[src/rtl/seq_serializer.sv]
// Parallel-to-serial front end: one pending word plus a shifter, streaming
// words gaplessly onto seq_out/seq_valid toward the sequence detectors.
module seq_serializer #(
   parameter int unsigned WIDTH     = 8,
   parameter bit          MSB_FIRST = 1'b1,
   parameter bit          IDLE_BIT  = 1'b0
) (
   input  logic             clk,
   input  logic             rst,
   input  logic [WIDTH-1:0] in_data,
   input  logic             in_valid,
   output logic             in_ready,
   input  logic             en,
   output logic             seq_out,
   output logic             seq_valid,
   output logic             busy,
   output logic [1:0]       state_out
);

   localparam int unsigned CW = $clog2(WIDTH);
   localparam logic [CW-1:0] CNT_PRE = CW'(WIDTH - 2);

   typedef enum logic [1:0] {
      IDLE  = 2'd0,
      SHIFT = 2'd1,
      LAST  = 2'd2
   } state_t;

   state_t           state, state_n;
   logic [WIDTH-1:0] sh, sh_n;
   logic [WIDTH-1:0] pend, pend_n;
   logic [CW-1:0]    cnt, cnt_n;
   logic             pend_full, pend_full_n;
   logic             accept;
   logic             load;
   logic             step;

   always_ff @(posedge clk or posedge rst) begin
      if (rst) begin
         state     <= IDLE;
         sh        <= '0;
         pend      <= '0;
         cnt       <= '0;
         pend_full <= 1'b0;
      end else begin
         state     <= state_n;
         sh        <= sh_n;
         pend      <= pend_n;
         cnt       <= cnt_n;
         pend_full <= pend_full_n;
      end
   end

   // Accept and load are mutually exclusive: accept needs an empty pending slot, load a full one.
   always_comb begin
      state_n     = state;
      sh_n        = sh;
      pend_n      = pend;
      cnt_n       = cnt;
      pend_full_n = pend_full;
      step        = (state != IDLE) && en;
      accept      = in_valid && in_ready;
      load        = pend_full && ((state == IDLE) || ((state == LAST) && en));

      case (state)
         IDLE: begin
            state_n = IDLE;
         end
         SHIFT: begin
            if (en) begin
               sh_n  = MSB_FIRST ? {sh[WIDTH-2:0], 1'b0} : {1'b0, sh[WIDTH-1:1]};
               cnt_n = cnt + CW'(1);
               if (cnt == CNT_PRE) begin
                  state_n = LAST;
               end
            end
         end
         LAST: begin
            if (en) begin
               sh_n    = MSB_FIRST ? {sh[WIDTH-2:0], 1'b0} : {1'b0, sh[WIDTH-1:1]};
               state_n = IDLE;
            end
         end
         default: begin
            state_n = IDLE;
         end
      endcase

      if (load) begin
         sh_n        = pend;
         cnt_n       = '0;
         state_n     = SHIFT;
         pend_full_n = 1'b0;
      end

      if (accept) begin
         pend_n      = in_data;
         pend_full_n = 1'b1;
      end
   end

   assign in_ready  = !pend_full && !rst;
   assign seq_valid = step;
   assign busy      = (state != IDLE) || pend_full;
   assign seq_out   = (state == IDLE) ? IDLE_BIT : (MSB_FIRST ? sh[WIDTH-1] : sh[0]);
   assign state_out = state;

endmodule
[config.mk]
export PLATFORM = sky130hd
export DESIGN_NAME = seq_serializer
export DESIGN_NICKNAME = d
export VERILOG_FILES = /design/src/rtl/seq_serializer.sv
export SDC_FILE = /design/constraint.sdc
export NUM_CORES = 1
export LEC_CHECK = 0
export BUFFER_PORTS_ARGS = -buffer_cell sky130_fd_sc_hd__buf_2
export CAP_MARGIN = 20
export CORE_UTILIZATION = 42
export CTS_CLUSTER_DIAMETER = 150
export DETAILED_ROUTE_END_ITERATION = 16
export PLACE_DENSITY = 0.59
export SYNTH_ARGS = -nofsm -noshare
export SYNTH_HDL_FRONTEND = slang
export SYNTH_SLANG_ARGS = --single-unit
[constraint.sdc]
create_clock -name clk -period 2.2 [get_ports clk]
set_clock_uncertainty 0.15 [all_clocks]
set_input_delay 0.22 -clock clk [delete_from_list [all_inputs] [get_ports clk]]
set_output_delay 0.22 -clock clk [all_outputs]
set_load 0.01 [all_outputs]
==> Word level (Yosys, flattened, before mapping) <==
Cells that the tools add are included.
{ "word_totals": {"register_bits": 22, "input_bits": 12, "word_cells": 45} }
{ "op_classes": {"add_sub_neg": 1, "eq_ne": 6, "muxes": 14, "n_reduce_logical": 19} }
{ "ops": {"columns": ["op", "n"], "rows": [
  ["8-bit 2-to-1 mux", 3],
  ["2-bit nonzero test", 5],
  ["3-bit 2-to-1 mux", 3],
  ["3-bit inequality test (second input constant)", 3],
  ["2-bit 2-to-1 mux", 4],
  ["1-bit logical AND", 5],
  ["2-bit case mux with 2 select lines", 1],
  ["2-bit AND reduction", 2],
  ["3-bit by 1-bit adder with 3-bit output (second input constant)", 1],
  ["3-bit equality test (second input constant)", 1],
  ["1-bit 2-to-1 mux", 3],
  ["3-bit AND reduction", 1],
  ["2-bit by 1-bit equality test with 1-bit output (second input constant)", 1],
  ["2-bit equality test (second input constant)", 1],
  ["1-bit zero test", 2],
  ["2-bit zero test", 1],
  ["1-bit logical OR", 2],
  ["2-bit OR reduction", 1]
]} }

==> Longest topological paths before layout <==
{ "logic_depth": {"word_depth": 6, "ltp_mapped": 7} }

==> Least setup slack after synthesis <==
OpenSTA, ideal clock, no wires.
{ "synth_timing": {"kind": "register to register", "from": "register state[0] (netlist: state_out[0])", "to": "register state[0] (netlist: state_out[0])", "t_arrival_ns": 1.447, "required_ns": 1.932, "setup_slack_ns": 0.485, "path_stages_with_launch": 8, "n_path_buf": 2, "period_less_slack_ns": 1.715, "path_cell_list": "dfrtp_1 > inv_1 > ha_1 > a21o_1 > buf_6 > and2_4 > buf_6 > a21o_1"} }
{ "synth_via": {"elab_chain_cells": 6, "word_cells_on_any_way": 12} }
{ "synth_lines": {"columns": ["element", "line_no", "text"], "rows": [
  ["start: declaration", "29", "state_t state, state_n;"],
  ["start signal: assignment", "46", "state <= state_n;"],
  ["2-bit equality test", "63, 65", null],
  ["1-bit logical AND", "63", "load = pend_full && ((state == IDLE) || ((state == LAST) && en));"],
  ["1-bit logical OR", "63", null],
  ["1-bit logical AND", "63", null],
  ["3-bit inequality test (no source line)", null, null],
  ["3-bit AND reduction (no source line)", null, null]
]} }
Parallel ways exist; a longest one is shown, timed or not.
A chain may end at the register's enable or synchronous reset.

==> Worst setup path in the final report <==
{ "layout_timing": {"from": "register state[0] (netlist: state_out[0])", "to": "register state[1] (netlist: state_out[1])"} }
Same word-level chain as after synthesis.

==> results.toml <==
[run_status]
status = "finished, final reports clean"

[yosys]
postSynthCellCount = 96
synth_area_leaders = "dfrtp_1 50%, mux2_2 8.2%, mux2i_1 6.4%"
synth-simple-area-share_pct = 10.3
yosysWarnings = 0
synthMuxAreaShare_pct = 14.5
avgSynthCellArea_um2 = 11.5
synth_top_area_cell = "dfrtp_1"
synth-compound-area-share_pct = 12.0
synth.distinct_cells = 25
seq_area_frac_synth_pct = 49.9
syn-cell-area_um2 = 1100
synth_top_area_share_pct = 49.9
synthesis.nets = 113
synth_xor_area_share_pct = 1.59
synth-seq-cells = 22
synthAdderAreaFrac_pct = 5.68
synth_top_family_by_area = "multiplexers"

[routing]
viasPerCell = 5.07
vias = 755
dr.first_iter.drc_count = 8
wl_mm = 1.90
drtAntennaViolNets = 0
drcViolationCount = 0
avgRoutedWirePerCell_um = 12.7
dr.pass1.iters = 4

[clock_tree]
cts_resized = 0
numCtsBuffers = 3
cts_setup_buffers = 0
cts_htree_levels = 1
path_clk_slew_ns = 0.11
root_buffer = "clkbuf_4"
cts_tree = "built"
cts.path.max_buffers = 2
clock-sinks = 22
clk-insertion-delay-late_ns = 0.30

[worst_setup_path]
critPathRequiredTime_ns = 2.25
slowest_delay_ns = 0.41
cp.arrival_ns = 1.88
crit_type = "reg -> reg"
path_cells = "inv_1 -> ha_1 -> a21o_1 -> and2_4 -> a211o_1"
cp-start-kind = "flip-flop"
crit_slowest_cell = "dfrtp_1"
critPathCaptureType = "flip-flop"
path_max_fanout = 13

[floorplan]
dieArea_um2 = 2830
num_rows = 18
dieWidth_um = 53.2
dieHeight_um = 53.2
start_util_pct = 44.5
io_pins = 18
coreArea_um2 = 2480

[timing]
whs_ns = 0.0768
finalSetupTns_ns = 0
slew_headroom_pct = 47.0
worstMarginPinSlew_ns = 0.794
clock.fmax_mhz = 545
rsz0062_at_grt = "false"
hold_violations = 0
finalSetupViolCount = 0
finalMaxSlewViolations = 0
layout_worst_path_cycle_share_pct = 83.4
min_period_ns = 1.84

[grt]
track_usage_pct = 16.6
first_global_vias = 756
overflow = 0
grt_max_degree = 23
grt_pass1_wl_mm = 3.31
grt_antenna_before_repair = 0

[cells_and_area]
drive_above_1_share_pct = 30.3
area_growth_syn_to_layout_pct = 17.1
fill_cells = 241
n_antenna_cell = 0
nets = 138

[pwr]
powerDensity_nw_per_um2 = 1100
p_leak_nw = 0.643
vdd_drop_max_mv = 0.615
fin_total_pwr_w = 0.00142

[placement]
dp_hpwl_mm = 1.36
gp_congestion = 0.705
io_buffers = 17

[run]
maxCapViolCount = 0

[hold_path]
hold_class = "in -> reg"
## repair_timing
action | 4_1_cts | 5_1_grt
setup endpoints to repair | 0 | 0
hold endpoints to repair | 30 | 0
hold buffers | 9 | 0
## cells by family after synthesis
| group | count (synthesis) |
|---|---|
| AO/OA/AOI/OAI | 17 |
| multiplexers | 15 |
| XOR/XNOR | 2 |
| flip-flops | 22 |
| AND/OR/NAND/NOR | 24 |
| adder cells (fa/ha/maj) | 5 |
| buffers and inverters | 11 |
## placed cells by master, fill, tap and decap left out, drive strengths merged
cell type	netlist	routed
a211o	1	1
a211oi	1	1
a21o	2	2
a21oi	1	1
a311oi	1	1
and2	2	2
buf	4	17
clkbuf	2	3
dfrtp	22	22
dlygate4sd3	0	9
ha	5	5
inv	5	5
mux2	8	8
mux2i	7	7
nand2	7	7
nand3	9	9
nor2	4	4
nor2b	2	2
o21ai	9	9
o21bai	1	1
o2bb2ai	1	1
xnor2	1	1
xor2	1	1
## state kept, by name, indices dropped and copies added (netlist names)
name	cells
state_out	2
pend_full	1
cnt	3
pend	8
sh	8
## per-layer routing
| metal | wire (um) | vias to the layer above | track usage (%) |
|---|---|---|---|
| met5 | 0 | - | 0 |
| met4 | 19 | 0 | 6.58 |
| met3 | 46 | 2 | 3.45 |
| met2 | 938 | 10 | 27.7 |
| met1 | 893 | 367 | 20.5 |
| li1 | - | 376 | - |
## cell usage after synthesis, drive strengths merged
cell	count
dfrtp	22
buf	4
inv	5
and2	2
clkbuf	2
o21bai	1
nor2b	2
xnor2	1
nor2	4
nand3	9
mux2i	7
a211oi	1
mux2	8
xor2	1
o2bb2ai	1
ha	5
nand2	7
a21oi	1
a21o	2
a211o	1
o21ai	9
a311oi	1
## worst max-delay path: cells and delay by family (launching register included)
kind                     cells  cell delay (ns)
adder cells (fa/ha/maj)      1             0.25
AND/OR/NAND/NOR              1             0.27
buffers and inverters        1             0.08
AO/OA/AOI/OAI                2             0.57
flip-flops                   1             0.41
## layout make-up
type	count	area [um2]	share of cell area, %
Tap cell	30	37.5	2.91
Sequential cell	22	551	42.6
Timing Repair Buffer	26	175	13.6
Multi-Input combinational cell	63	487	37.7
Inverter	5	18.8	1.45
Clock buffer	3	22.5	1.74
## path summary, 6_finish.rpt
kind                              startpoint            to  slack [ns]  cells past startpoint
worst max register to register  state_out[0]  state_out[1]        0.36                      5
worst min-delay path                      en        cnt[1]        0.08                      2
max in group asynchronous                rst        cnt[1]        0.93                      3
worst min register to register       pend[2]       pend[2]        0.38                      1
worst max-delay path            state_out[0]  state_out[1]        0.36                      5
min in group asynchronous                rst         sh[7]        0.47                      3
## where the power goes
part | total [W] | switching [W] | internal, W
Sequential | 0.000665 | 0.000108 | 0.000557
Clock | 0.000174 | 0.000111 | 0.0000637
Combinational | 0.000582 | 0.000308 | 0.000274
Total | 0.00142 | 0.000526 | 0.000895
## stage by stage
stage | worst slack [ns] | utilization, % | instance area [um2] | instances
after CTS | 0.358 | 52.1 | 1290 | 149
after detailed placement | 0.386 | 47.6 | 1180 | 137
after floorplan | 0.485 | - | 1100 | 96
after global routing | 0.251 | 52.1 | 1290 | 149
after global placement | 0.417 | 47.6 | 1180 | 137
final | 0.365 | 52.1 | 1290 | 149
Power figures use the tool's default switching activity.
